===== src/rtl/icache_responder.sv =====
// Direct-mapped, blocking, one-word-block instruction cache between the datapath
// fetch port and the memory controller. Hits return in the same cycle; misses stall until the fill completes.
module icache_responder #(
    parameter int SETS   = 16,
    parameter int WORD_W = 32
) (
    input  logic              CLK,
    input  logic              RST,
    input  logic              dp_imemREN,
    input  logic [WORD_W-1:0] dp_imemaddr,
    output logic              dp_ihit,
    output logic [WORD_W-1:0] dp_imemload,
    output logic              mem_iREN,
    output logic [WORD_W-1:0] mem_iaddr,
    input  logic              mem_iwait,
    input  logic [WORD_W-1:0] mem_iload,
    output logic [WORD_W-1:0] hit_count,
    output logic [WORD_W-1:0] miss_count
);
    localparam int IDX_W = $clog2(SETS);
    localparam int TAG_W = WORD_W - IDX_W - 2;

    typedef enum logic {IDLE, FETCH} state_t;

    state_t            r_state;
    state_t            w_state_nxt;
    logic [SETS-1:0]   r_valid;
    logic [TAG_W-1:0]  r_tag  [SETS];
    logic [WORD_W-1:0] r_data [SETS];
    logic [WORD_W-1:0] r_miss_addr;
    logic [WORD_W-1:0] r_hit_count;
    logic [WORD_W-1:0] r_miss_count;

    logic [IDX_W-1:0]  w_idx;
    logic [TAG_W-1:0]  w_tag;
    logic [IDX_W-1:0]  w_miss_idx;
    logic [TAG_W-1:0]  w_miss_tag;
    logic              w_hit;
    logic              w_miss;
    logic              w_fill;
    logic              w_unused_offset;

    function automatic logic [WORD_W-1:0] sat_inc(input logic [WORD_W-1:0] v);
        return (&v) ? v : v + WORD_W'(1);
    endfunction

    assign w_idx      = dp_imemaddr[IDX_W+1:2];
    assign w_tag      = dp_imemaddr[WORD_W-1:IDX_W+2];
    assign w_miss_idx = r_miss_addr[IDX_W+1:2];
    assign w_miss_tag = r_miss_addr[WORD_W-1:IDX_W+2];
    // Byte offsets never select anything: blocks are a single word.
    assign w_unused_offset = ^{dp_imemaddr[1:0], r_miss_addr[1:0]};

    always_comb begin
        w_state_nxt = r_state;
        w_hit       = 1'b0;
        w_miss      = 1'b0;
        w_fill      = 1'b0;
        case (r_state)
            IDLE: begin
                w_hit = dp_imemREN && r_valid[w_idx] && (r_tag[w_idx] == w_tag);
                if (dp_imemREN && !w_hit) begin
                    w_miss      = 1'b1;
                    w_state_nxt = FETCH;
                end
            end
            FETCH: begin
                if (!mem_iwait) begin
                    w_fill      = 1'b1;
                    w_state_nxt = IDLE;
                end
            end
            default: w_state_nxt = IDLE;
        endcase
    end

    assign dp_ihit     = w_hit;
    assign dp_imemload = w_hit ? r_data[w_idx] : '0;
    assign mem_iREN    = (r_state == FETCH);
    assign mem_iaddr   = r_miss_addr;
    assign hit_count   = r_hit_count;
    assign miss_count  = r_miss_count;

    always_ff @(posedge CLK) begin
        if (RST) begin
            r_state      <= IDLE;
            r_valid      <= '0;
            r_miss_addr  <= '0;
            r_hit_count  <= '0;
            r_miss_count <= '0;
        end else begin
            r_state <= w_state_nxt;
            if (w_miss) begin
                r_miss_addr <= {w_tag, w_idx, 2'b00};
            end
            if (w_fill) begin
                r_valid[w_miss_idx] <= 1'b1;
                r_miss_count        <= sat_inc(r_miss_count);
            end
            if (w_hit) begin
                r_hit_count <= sat_inc(r_hit_count);
            end
        end
    end

    // Tag/data are only meaningful behind a valid bit, so a fill racing reset is harmless.
    always_ff @(posedge CLK) begin
        if (w_fill) begin
            r_tag[w_miss_idx]  <= w_miss_tag;
            r_data[w_miss_idx] <= mem_iload;
        end
    end

endmodule

===== config.mk =====
export PLATFORM = sky130hd
export DESIGN_NAME = icache_responder
export DESIGN_NICKNAME = d
export VERILOG_FILES = /design/src/rtl/icache_responder.sv
export SDC_FILE = /design/constraint.sdc
export NUM_CORES = 1
export LEC_CHECK = 0
export CAP_MARGIN = 20
export CELL_PAD_IN_SITES_DETAIL_PLACEMENT = 0
export CELL_PAD_IN_SITES_GLOBAL_PLACEMENT = 1
export CORE_UTILIZATION = 59
export CTS_BUF_LIST = sky130_fd_sc_hd__clkbuf_4
export DETAILED_ROUTE_END_ITERATION = 7
export GPL_TIMING_DRIVEN = 0
export PLACE_DENSITY_LB_ADDON = 0.1
export SLEW_MARGIN = 10
export SYNTH_ARGS = -nofsm -noshare
export SYNTH_HDL_FRONTEND = slang
export SYNTH_SLANG_ARGS = --single-unit
export TNS_END_PERCENT = 50

===== constraint.sdc =====
create_clock -name CLK -period 13.6 [get_ports CLK]
set_input_delay 2.72 -clock CLK [delete_from_list [all_inputs] [get_ports CLK]]
set_output_delay 2.72 -clock CLK [all_outputs]
set_load 0.02 [all_outputs]

==> impl_metrics.csv, run 1 <==
group,metric,value,unit
outcome,status,"finished, final reports clean",
power,leakage,16.1,nW
synthesis,synth_area_leaders,"edfxtp_1, mux4_2, dfxtp_1",
global_route,track_usage,30.8,%
hold_path,hold-path-endpoint,"r_valid[7]$_SDFFE_PP0P_",
cells_and_area,n_fill_cell,4418,
die,coreArea,0.0688,mm²
power,p_total,6.53,mW
clock_tree,cts_sinks,1039,
timing,finalSetupTns,0,ns
critical_path,path_class,"primary input to primary output",
clock_tree,cts.htree.levels,5,
timing,setup_ws,1.75,ns
timing,drv_slew,0,
cells_and_area,fin_nets,2745,
die,ioPinCount,198,
global_route,grt_remaining_overflow,0,
timing,fmax,84.4,MHz
drt,finalWirelength,107,mm
drt,wl_per_cell,28.1,µm
timing,worstMarginPinSlew,1.09,ns
synthesis,synth_top_area_share,67.6,%
synthesis,syn_inst,2115,
synthesis,synth_seq_cells,1039,
synthesis,synth_cell_types,70,
synthesis,seq_area_frac_synth,73.0,%
drt,first_pass_iters,5,
clock_tree,clockBufferDepth,4,
clock_tree,postCtsResizedCells,0,
place,numPortBuffers,190,
critical_path,start_kind,"primary input",
global_route,grt_pass1_wl,155,mm
critical_path,end_kind,"primary output",
timing,finClkSkew,0.0833,ns
synthesis,synth-async-reset-ratio,0,%
clock_tree,cts.clk_slew.worst_paths,0.06,ns
global_route,first_global_vias,24400,
synthesis,avgSynthCellArea,19.5,µm²
place,place_worst_setup_slack,1.65,ns
power,powerDensity,133,mW/mm²
drt,vias,23500,
cells_and_area,seqCellArea,0.0301,mm²
critical_path,reg2reg_slack,8.88,ns
hold_path,holdPathStages,2,
timing,hold_violations,0,
cells_and_area,layout-drive-gt1-share,28.5,%
clock_tree,cts_setup_buffers,0,
synthesis,yosysWarnings,0,
place,hpwl,68.6,mm
clock_tree,clk_latency,1.11,ns
cells_and_area,multi_input_area,0.0105,mm²
drt,via_per_inst,6.18,
hold_path,hold_class,"flip-flop to flip-flop",
critical_path,critPathArrivalTime,9.13,ns
global_route,grt_max_degree,22,
timing,fin_crit,11.85,ns
cells_and_area,syn_to_final_growth,19.2,%
synthesis,synth-edff-count,928,
critical_path,reg2regPathDepth,9,
critical_path,r2r-start,"r_tag[11][8]$_DFFE_PP_",
job,maxCapViolations,0,
synthesis,syn_area,0.0412,mm²
cells_and_area,final_common_cell,"edfxtp_1",
die,die-area,0.0709,mm²
global_route,antenna_found_initial,9,
timing,fin_crit_sh,87.1,%
hold_path,min_from,"r_valid[7]$_SDFFE_PP0P_",
clock_tree,numCtsBuffers,280,
drt,antenna_left,0,
critical_path,worstPathRequired,10.88,ns
power,ir_drop,0.107,mV
drt,route.detailed.drc,0,
clock_tree,cts_hold_buf,0,
place,gp_congestion,0.867,
clock_tree,cts_tree,"yes",
timing,rsz0062_at_grt,"no",
die,die_y,266,µm
synthesis,synth_flop_cell,"edfxtp_1",
synthesis,synth_area_leader_cell,"edfxtp_1",
die,start_util,59.9,%
critical_path,path_max_fanout,10,
die,chipWidth,266,µm
drt,drt-initial-drc-count,2261,
die,num_rows,96,
cells_and_area,layout_common_cells,"edfxtp_1, clkbuf_4, mux4_2",
timing,worst_slew_margin_rel,27.3,%
timing,setup_viol,0,
critical_path,rr_endpoint,"hit_count[22]$_SDFFE_PP0P_",
clock_tree,cts-root-buf,"clkbuf_4",
-- synth_stat cells, types with 17 or more instances --
cell type    n
a21oi_1     41
a22oi_1     19
and3_1      20
buf_4       17
clkbuf_1    51
dfxtp_1    111
edfxtp_1   928
mux2i_1    105
mux4_2     236
nand2_1     48
nand2b_1    64
nand3_1     42
nor2_1      91
nor2b_1     40
o31ai_1     21
or4_1       25
xnor2_1     24
xor2_1      27
-- final cells by class --
cell class / count / share of cell area (%)
flip-flops and latches: 1039 / 61.2
multi-input cells: 948 / 21.4
repair buffers: 277 / 6.63
clock buffers: 389 / 5.94
well taps: 931 / 2.37
plain buffers: 113 / 1.37
clock inverters: 77 / 0.924
inverters: 16 / 0.122
diodes: 7 / 0.0356
-- worst max-delay path by stage --
stage                   start                      to  slack, ns  cells past startpoint
3_3_place_gp        mem_iwait  r_tag[2][14]$_DFFE_PP_      -0.55                      5
6_report       dp_imemaddr[5]         dp_imemload[24]       1.75                     14
3_5_place_dp   dp_imemaddr[5]         dp_imemload[24]       1.65                     15
5_1_grt        dp_imemaddr[5]         dp_imemload[27]       1.83                     14
2_1_floorplan  dp_imemaddr[2]         dp_imemload[22]       5.39                      9
4_1_cts        dp_imemaddr[5]         dp_imemload[24]       1.63                     15
-- sequential cells by signal, indices dropped and copies added (netlist names) --
name,flops
r_data,512
r_tag,416
hit_count,32
miss_count,32
mem_iaddr,30
r_valid,16
mem_iREN,1
-- layer usage --
layer  vias up  track usage [%]  share of wire, %
met3       227             6.86               7.6
met4        10             12.7               2.9
met2      1180             50.8                51
met5         -                0             0.056
met1     12100             39.9                39
li1       9926                -                 -
-- per-stage QoR --
| stage | utilization (%) | cells | hold slack (ns) | instance area (µm²) |
|---|---|---|---|---|
| 2_1_floorplan | - | 2116 | 0.435 | 41200 |
| 3_3_place_gp | 64.3 | 3237 | 0.444 | 44300 |
| 3_5_place_dp | 66.3 | 3316 | 0.459 | 45700 |
| 4_1_cts | 71.2 | 3782 | 0.475 | 49000 |
| 5_1_grt | 71.4 | 3796 | 0.497 | 49100 |
| 6_report | 71.4 | 3797 | 0.472 | 49100 |
-- where the power goes --
| part | leakage (nW) | switching, mW | internal [mW] | total [mW] |
|---|---|---|---|---|
| combinational | 4.95 | 0.197 | 0.159 | 0.356 |
| sequential | 9.12 | 0.0301 | 3.50 | 3.53 |
| clock | 2.01 | 1.22 | 1.43 | 2.65 |
-- critical path: stages --
cell	delay (ns)
clkdlybuf4s50_1	0.65
buf_6	0.21
buf_2	0.40
buf_1	0.86
nand2_1	0.14
and3_1	0.22
a31oi_1	0.45
o2111ai_1	0.25
nor4b_2	0.70
nand4_1	0.50
buf_2	0.40
clkbuf_1	0.42
nor2b_1	0.48
clkdlybuf4s50_1	0.69
-- logic make-up (layout without fill, tap and decap cells) --
logic type                 count (synthesis)  after routing  share of synthesized area, %
DFF                                     1039           1039                          73.0
and+or+nand+nor                          397            397                          5.23
muxes                                    363            363                          16.6
AOI/OAI and AO/OA                        133            133                          2.20
buffers and inverters                    129            872                          1.78
xor gates and xnor gates                  51             51                          1.08
adders and majority gates                  2              2                        0.0607
other                                      1              9                       0.00910
No activity file was read; power rests on OpenSTA's default activity.
==> run 2, diff against run 1 <==
- SKIP_LAST_GASP: not set -> 1
- SLEW_MARGIN: 10 -> not set
==> run 2 against run 1 <==
Effect of this change: first-iteration DRC count is 9.3% higher; flip-flop and latch count stayed put; fmax is 1.4% higher; die area stayed put; design area is 0.33% lower; total power is 0.79% lower; routed wire length is 0.55% lower; critical endpoint unchanged; highest routed layer unchanged.
==> impl_metrics.csv, run 2 (synthesized netlist as in run 1, its figures left out) <==
group,metric,value,unit
cells_and_area,largest_register,"r_data",
cells_and_area,fin_cells,3784,
die,die_y,266,µm
global_route,antenna_found_initial,7,
timing,finClkSkew,0.0590,ns
place,gp_congestion,0.867,
place,dp_cells,3309,
cells_and_area,fin_nets,2735,
power,power.share.combinational,5.5,%
power,p_seq_share,54.4,%
clock_tree,cts_sinks,1039,
timing,worst_slew_margin_rel,25.4,%
global_route,grt_remaining_overflow,0,
outcome,status,"finished, final reports clean",
power,ir_drop,0.0945,mV
critical_path,critPathArrivalTime,8.96,ns
die,start_util,59.9,%
clock_tree,cts_tree,"yes",
power,powerDensity,132,mW/mm²
global_route,grt_pass1_wl,154,mm
clock_tree,numCtsBuffers,278,
hold_path,min_from,"r_valid[0]$_SDFFE_PP0P_",
power,p_clk_share,40.1,%
critical_path,cp_cell_sequence,"clkdlybuf4s50_1 -> buf_6 -> buf_2 -> buf_1 -> nand2_1 -> and3_1 -> a31oi_1 -> o2111ai_1 -> nor4b_2 -> nand4_1 -> buf_2 -> clkbuf_1 -> nor2b_1 -> clkdlybuf4s50_1",
cells_and_area,layout_common_cells,"edfxtp_1, clkbuf_4, mux4_2",
drt,wl_per_cell,28.1,µm
die,chipWidth,266,µm
cells_and_area,final_common_cell,"edfxtp_1",
power,p_total,6.48,mW
die,die-area,0.0709,mm²
cells_and_area,n_fill_cell,4380,
drt,antenna_left,0,
critical_path,worstPathRequired,10.88,ns
die,num_rows,96,
critical_path,r2r-start,"r_tag[11][8]$_DFFE_PP_",
global_route,grt_max_degree,23,
timing,fin_crit_sh,85.9,%
job,maxCapViolations,0,
drt,finalWirelength,106,mm
critical_path,path_max_fanout,10,
place,numPortBuffers,190,
timing,drv_slew,0,
clock_tree,clockBufferDepth,4,
clock_tree,cts_setup_buffers,0,
cells_and_area,syn_to_final_growth,18.8,%
drt,vias,23500,
critical_path,path_class,"primary input to primary output",
clock_tree,cts-root-buf,"clkbuf_4",
power,sw_frac_of_total,22.1,%
critical_path,critPathLaunch,"dp_imemaddr[5]",
hold_path,hold_class,"flip-flop to flip-flop",
clock_tree,cts.htree.levels,5,
timing,worstMarginPinSlew,1.12,ns
critical_path,worst_path_max_delay_cell,"buf_1",
power,switchingPower,1.43,mW
power,p_int,5.05,mW
timing,fin_crit,11.68,ns
timing,setup_viol,0,
clock_tree,clk_latency,1.08,ns
clock_tree,cts.clk_slew.worst_paths,0.06,ns
drt,first_pass_iters,7,
cells_and_area,reg_top3,"r_data (512), r_tag (416)",
cells_and_area,layout-drive-gt1-share,28.8,%
critical_path,cp_slowest_stage_delay,0.86,ns
timing,hold_violations,0,
cells_and_area,largest_register_ffs,512,
place,post_dp_cell_area,0.0456,mm²
drt,drt-initial-drc-count,2471,
timing,fmax,85.6,MHz
drt,via_per_inst,6.21,
die,coreArea,0.0688,mm²
timing,rsz0062_at_grt,"no",
die,ioPinCount,198,
drt,route.detailed.drc,0,
critical_path,start_kind,"primary input",
global_route,first_global_vias,24200,
global_route,track_usage,30.6,%
critical_path,reg2reg_slack,8.97,ns
clock_tree,postCtsResizedCells,0,
timing,whs,0.475,ns
power,leakage,16.0,nW
critical_path,end_kind,"primary output",
cells_and_area,finalInstanceArea,0.0490,mm²
clock_tree,cts_hold_buf,0,
place,hpwl,68.0,mm
==> run 2: cell count changes in the layout (fill, tap and decap cells not counted) <==
cell       previous run  this run
diode_2               7         8
clkinv_1             60        41
clkinv_2              6         4
buf_12               28        32
bufinv_16             6         2
clkbuf_4            389       405
buf_16               12         6
buf_4                32        21
inv_2                 6         9
buf_8                 5        10
==> run 2: layer usage <==
layer,vias up,routed length (µm),global-route usage [%]
met4,10,3350,12.7
met1,12100,40800,40.4
li1,9903,-,-
met2,1271,53300,50.2
met5,-,67,0
met3,248,8590,6.25
==> run 2: final cells by class <==
class	count	area [µm²]	area share, %
buffer	113	676	1.38
multi-input combinational	948	10500	21.4
clock inverter	55	264	0.539
timing repair buffer	269	3170	6.46
clock buffer	405	3040	6.21
inverter	16	60.1	0.123
sequential	1039	30100	61.4
tap	931	1160	2.38
antenna	8	20.0	0.0409
==> run 2: path summary, 6_finish.rpt <==
check,to,cells past startpoint
worst max register to register,hit_count[20]$_SDFFE_PP0P_,9
worst max-delay path,dp_imemload[24],14
worst min register to register,r_valid[0]$_SDFFE_PP0P_,2
worst min-delay path,r_valid[0]$_SDFFE_PP0P_,2
==> run 2: worst max-delay path: cells and delay by family <==
kind | cells | cell delay (ns)
buffers and inverters | 7 | 3.55
and+or+nand+nor | 5 | 1.95
AOI/OAI and AO/OA | 2 | 0.72
==> run 2: stage by stage <==
step / TNS [ns] / util [%] / setup slack (ns)
final: 0 / 71.2 / 1.92
after global routing: 0 / 71.2 / 1.91
after CTS: 0 / 71.0 / 1.64
after detailed placement: 0 / 66.2 / 1.67
after global placement: -73.50 / 64.3 / -0.552
after floorplan: 0 / - / 5.39
==> run 2: power by group through the flow <==
| stage | sequential [mW] | clock (mW) | combinational (mW) |
|---|---|---|---|
| after CTS | 3.53 | 2.65 | 0.354 |
| after detailed placement | 3.60 | 0 | 0.352 |
| final | 3.53 | 2.60 | 0.356 |
| after floorplan | 3.60 | 0 | 0.197 |
| after global routing | 3.53 | 2.81 | 0.373 |
| after global placement | 3.60 | 0 | 0.338 |
